### src/rtl/registers_pkg.sv
// Shared definitions for the parallel register path: state encoding and a
// width helper used to size bit counters.
package registers_pkg;

  typedef enum logic {
    IDLE  = 1'b0,
    SHIFT = 1'b1
  } state_e;

  function automatic int clog2(input int value);
    int r;
    int v;
    r = 0;
    v = value - 1;
    while (v > 0) begin
      r++;
      v = v >> 1;
    end
    return r;
  endfunction

endpackage

### src/rtl/bit_down_counter.sv
// Loadable down-counter with enable and zero flag; saturates at zero so a
// stray enable can never wrap the count.
module bit_down_counter #(
  parameter int W = 3
) (
  input  logic         clk,
  input  logic         reset_n,
  input  logic         load,
  input  logic [W-1:0] load_value,
  input  logic         en,
  output logic [W-1:0] count,
  output logic         zero
);

  logic [W-1:0] count_q;
  logic [W-1:0] count_d;

  always_comb begin
    count_d = count_q;
    if (load) begin
      count_d = load_value;
    end else if (en && (count_q != '0)) begin
      count_d = count_q - 1'b1;
    end
  end

  always_ff @(posedge clk or negedge reset_n) begin
    if (!reset_n) begin
      count_q <= '0;
    end else begin
      count_q <= count_d;
    end
  end

  assign count = count_q;
  assign zero  = (count_q == '0);

endmodule

### src/rtl/piso_shift_register.sv
// Parallel-in serial-out shifter with valid/ready load and per-bit shift
// enable; a word may reload on its own last bit for gap-free streaming.
module piso_shift_register
  import registers_pkg::*;
#(
  parameter int n         = 8,
  parameter bit MSB_FIRST = 1'b1
) (
  input  logic         clk,
  input  logic         reset_n,
  input  logic [n-1:0] I,
  input  logic         load_valid,
  output logic         load_ready,
  input  logic         shift_en,
  output logic         sout,
  output logic         sout_valid,
  output logic         frame_start,
  output logic         frame_done
);

  localparam int CW = clog2(n);
  localparam logic [CW-1:0] LAST_CNT = CW'(n - 1);

  state_e       state_q, state_d;
  logic [n-1:0] shift_q, shift_d;
  logic         frame_done_q, frame_done_d;
  logic [CW-1:0] count;
  logic         count_zero;
  logic         shifting;
  logic         last_bit;
  logic         load_fire;
  logic [n-1:0] shifted;

  assign shifting  = (state_q == SHIFT) && shift_en;
  assign last_bit  = shifting && count_zero;
  // Ready depends combinationally on shift_en so the next word can be taken
  // on the same edge that consumes the last bit.
  assign load_ready = (state_q == IDLE) || last_bit;
  assign load_fire  = load_valid && load_ready;

  assign shifted = MSB_FIRST ? {shift_q[n-2:0], 1'b0} : {1'b0, shift_q[n-1:1]};

  bit_down_counter #(
    .W(CW)
  ) u_count (
    .clk       (clk),
    .reset_n   (reset_n),
    .load      (load_fire),
    .load_value(LAST_CNT),
    .en        (shifting),
    .count     (count),
    .zero      (count_zero)
  );

  always_comb begin
    state_d      = state_q;
    shift_d      = shift_q;
    frame_done_d = last_bit;
    if (load_fire) begin
      state_d = SHIFT;
      shift_d = I;
    end else if (shifting) begin
      shift_d = shifted;
      if (count_zero) begin
        state_d = IDLE;
      end
    end
  end

  always_ff @(posedge clk or negedge reset_n) begin
    if (!reset_n) begin
      state_q      <= IDLE;
      shift_q      <= '0;
      frame_done_q <= 1'b0;
    end else begin
      state_q      <= state_d;
      shift_q      <= shift_d;
      frame_done_q <= frame_done_d;
    end
  end

  assign sout_valid  = (state_q == SHIFT);
  assign sout        = sout_valid && (MSB_FIRST ? shift_q[n-1] : shift_q[0]);
  assign frame_start = sout_valid && (count == LAST_CNT);
  assign frame_done  = frame_done_q;

endmodule

### config.mk
export PLATFORM = sky130hd
export DESIGN_NAME = piso_shift_register
export DESIGN_NICKNAME = d
export VERILOG_FILES = /design/src/rtl/registers_pkg.sv /design/src/rtl/bit_down_counter.sv /design/src/rtl/piso_shift_register.sv
export SDC_FILE = /design/constraint.sdc
export NUM_CORES = 1
export LEC_CHECK = 0
export CAP_MARGIN = 10
export CORE_MARGIN = 5
export CORE_UTILIZATION = 30
export DETAILED_ROUTE_END_ITERATION = 10
export GPL_TIMING_DRIVEN = 0
export PLACE_DENSITY = 0.55
export SLEW_MARGIN = 20
export SYNTH_ARGS = -nofsm -noshare
export SYNTH_HDL_FRONTEND = slang
export SYNTH_SLANG_ARGS = --single-unit
### constraint.sdc
create_clock -name clk -period 2.45 [get_ports clk]
set_input_delay 0.735 -clock clk [delete_from_list [all_inputs] [get_ports clk]]
set_output_delay 0.735 -clock clk [all_outputs]
set_load 0.05 [all_outputs]
# Word-level counts from Yosys, hierarchy flattened
# Cells that the tools add are included.
# word_totals
out_inout_bits	5
word_cells	27
inputBits	12
ff_bits	13
# op_classes
bitwise_logic	1
add_sub_neg	1
n_reduce_logical	13
eq_ne	1
n_mux	7
# op_table
op	count
$mux 8	2
$logic_and 1x1->1	6
$mux 3	2
$reduce_bool 2->1	3
$eq 3x3->1 const B	1
$logic_not 3->1	1
$mux 1	3
$reduce_bool 3->1	1
$sub 3x1->3 const B	1
$reduce_and 2->1	1
$logic_or 1x1->1	1
$not 1->1	1

# Longest topological paths before layout
# depth
depth_word	6
depth_mapped	5
mapped_depth_nobuf	5

# By module
# A second synthesis with hierarchy kept.
# hier_totals
hier_cells	65
area_unflattened_um2	716.9
# by_module_without_submodules
mod	cells_each	seq_area_each_um2	n_inst	area_each_um2
piso_shift_register	46	250.2	1	509.2
bit_down_counter	19	75.1	1	207.7

# Worst setup path before layout
# Ideal clock, no wire load.
# synth_path
path_type	reg2out
startpoint	register state_q, in the netlist sout_valid
endpoint	output frame_start
arrival_ps	1506
n_path_buf	2
path_slack_ps	209
t_required_ps	1715
path_stages_with_launch	4
cell_sequence	dfrtp_1 -> buf_2 -> buf_2 -> and3_1
# synth_between
elab_chain_len	1
# synth_lines
item	line	source
start, declared	piso_shift_register.sv:24	state_e state_q, state_d;
start signal, assigned	piso_shift_register.sv:76	state_q <= state_d;
$logic_and 1x1->1	piso_shift_register.sv:84	assign frame_start = sout_valid && (count == LAST_CNT);
end, declared	piso_shift_register.sv:17	output logic frame_start,
# Every way passes these cells.

# Worst setup path after layout
# Ends and elaborated chain as after synthesis.

==> impl_metrics.tcl <==
set metrics [dict create \
    synth.area.top_cells "dfrtp_1 39%, mux2i_1 9.5%, o221a_1 9.4%, o21ai_0 7.1%, ha_1 4.5%" \
    fmax_mhz 424.6 \
    hold_end "shift_q[5]$_DFFE_PN0P_" \
    reg2reg_depth 6 \
    worst_slack_ns 0.09468 \
    crit_type "reg2out" \
    design_power_total_w 0.0009240 \
    min_period_over_period_pct 96.14 \
    drv_slew 0 \
    initial_core_util_pct 30.80 \
    fin_skew_ns 0.001292 \
    fin_util_pct 38.67 \
    grt-ovfl-total 0 \
    syn_area_um2 842.1 \
    reg2reg_to "shift_q[1]$_DFFE_PN0P_" \
    cts.path.max_buffers 2 \
    async_reset_ff_share_pct 100.0 \
    min_from "shift_q[4]$_DFFE_PN0P_" \
    grt-busiest-layer "met2" \
    hold_ws_ns 0.5690 \
    cts_root_buf "clkbuf_4" \
    clkLatencyLatePin_ns 0.28 \
    vias 711 \
    vias_per_cell 5.346 \
    synth.distinct_cells 32 \
    syn_inst 81 \
    fp.dieW_um 62.98 \
    routed_wirelength_um 1960 \
    final_cell_mix "13 x dfrtp_1, 12 x o21ai_0, 11 x clkdlybuf4s50_1" \
    cts_tree "yes" \
    drtAntennaViolNets 0 \
    fin_crit_ns 2.355 \
    dr.pass1.iters 4 \
    dieArea_um2 3966 \
    min_path_type "reg2reg" \
    syn_avg_cell_area_um2 10.40 \
    diodes 0 \
    outcome "finished, final reports clean" \
    ys_seq_area_share_pct 38.63 \
    maxCapViolations 0 \
    crit_path_start_kind "flop" \
    mostFrequentLayoutCell "dfrtp_1" \
    required_ns 1.71 \
    path_clk_slew_ns 0.08 \
    ys.flop_type "dfrtp_1" \
    worstPathArrival_ns 1.62 \
    post_drt_wl_per_cell_um 14.74 \
    place.gp.congestion 0.7052 \
    r2r_slack_ns 0.82 \
    drc 0 \
    synth_largest_area_cell "dfrtp_1" \
    ys_seq_elements 13 \
    fin_setup_tns_ns 0 \
    dieHeight_um 62.98 \
    clock-sinks 13 \
    numCtsBuffers 3 \
    drt_iter0_drc 13 \
    drive_gt1_share_pct 20.59 \
    numPortBuffers 15 \
    leakage_nw 0.4424 \
    coreArea_um2 2734 \
    h-tree-depth 1 \
    grt_pass1_vias 697 \
    final_nets 118 \
    gr-usage-met2_pct 16.41 \
    endpoint_kind "output port" \
    ctsHoldBuffers 0 \
    row_count 19 \
    post-dp-hpwl_um 1376 \
    grtUsageTotal_pct 10.12 \
    use_met3_pct 1.799 \
    slew_headroom_pct 60.17 \
    hold_path_depth 1 \
    r2r-start "u_count.count[0]$_DFFE_PN0P_" \
    path_max_fanout 10 \
    synth_nets 96 \
    hold_violations 0 \
    grt_max_degree 14 \
    preCtsSetupSlack_ns -0.8271 \
    grt_pass1_wl_um 3236 \
    pin_count 17 \
    antenna_found_initial 0 \
    synth_top_area_share_pct 38.63 \
    synth-edff-count 0 \
    ys_warn_count 0 \
    syn_to_final_growth_pct 25.56 \
    vdd_drop_max_v 0.0004118 \
    grtUsageMet1_pct 12.50 \
    setup_violations 0 \
    worst_pin_slew_ns 0.5955 \
    powerDensity_nw_per_um2 873.9 \
]
==> cell families (layout without fill, tap and decap cells) <==
family	Yosys count	in the layout	share of synthesized area (%)
and+or+nand+nor	16	16	11.74
adders and majority gates	3	3	4.458
AOI/OAI and AO/OA	33	33	28.38
muxes	8	8	9.510
buffers and inverters	8	29	7.281
DFF	13	13	38.63
==> state kept, by name, summed over array words and instances (netlist names) <==
name	count
u_count.count	3
shift_q	8
frame_done	1
sout_valid	1
==> worst max-delay path, stage by stage, from the launching register on <==
cell and delay (ns):
dfrtp_1 0.36, buf_2 0.19, buf_2 0.24, and3_1 0.18, clkdlybuf4s18_2 0.36
==> cell usage after synthesis, types with 2 or more instances <==
cell / n
o21ai_0: 12
dfrtp_1: 13
o21ai_1: 4
o221a_1: 7
inv_1: 2
a21oi_1: 2
nand2_1: 5
ha_1: 3
mux2i_1: 8
buf_2: 2
a211oi_1: 2
==> power breakdown <==
part | leakage (nW) | internal [W] | switching, W | total, W
clock | 0.0150 | 0.0000632 | 0.0000750 | 0.000138
combinational | 0.280 | 0.000198 | 0.000230 | 0.000428
sequential | 0.147 | 0.000290 | 0.0000678 | 0.000358
==> final cells by class <==
cell class,instances,area [µm²]
plain buffers,6,53.80
clock buffers,4,26.28
fillers,272,1677
inverters,2,7.507
multi-input cells,60,455.4
flip-flops and latches,13,325.3
well taps,31,38.79
repair buffers,17,150.1
==> what timing repair did <==
| action | CTS | global route |
|---|---|---|
| gates resized for setup | 12 | 3 |
| endpoints found under the setup margin | 3 | 3 |
| buffers inserted | 0 | 2 |
==> layer usage <==
layer  up-vias  part of all wire (%)
met5         -                     0
met4         0                   1.4
met3         2                   3.7
met2        13                    49
met1       347                    46
li1        349                     -
==> worst max path at each step <==
stage	cells after the start	endpoint	startpoint	slack [ns]
after floorplan	3	frame_start	sout_valid$_DFFE_PN0P_	0.21
after global placement	5	load_ready	shift_en	-0.84
after detailed placement	5	load_ready	shift_en	-0.83
after CTS	4	sout	sout_valid$_DFFE_PN0P_	0.02
after global routing	4	frame_start	sout_valid$_DFFE_PN0P_	-0.009
final	4	frame_start	sout_valid$_DFFE_PN0P_	0.09
==> metrics by stage <==
stage | cells | instance area (µm²)
after floorplan | 81 | 842.1
after global placement | 127 | 1031
after detailed placement | 127 | 1031
after CTS | 131 | 1054
after global routing | 133 | 1057
final | 133 | 1057
No activity file was read; power rests on OpenSTA's default activity.
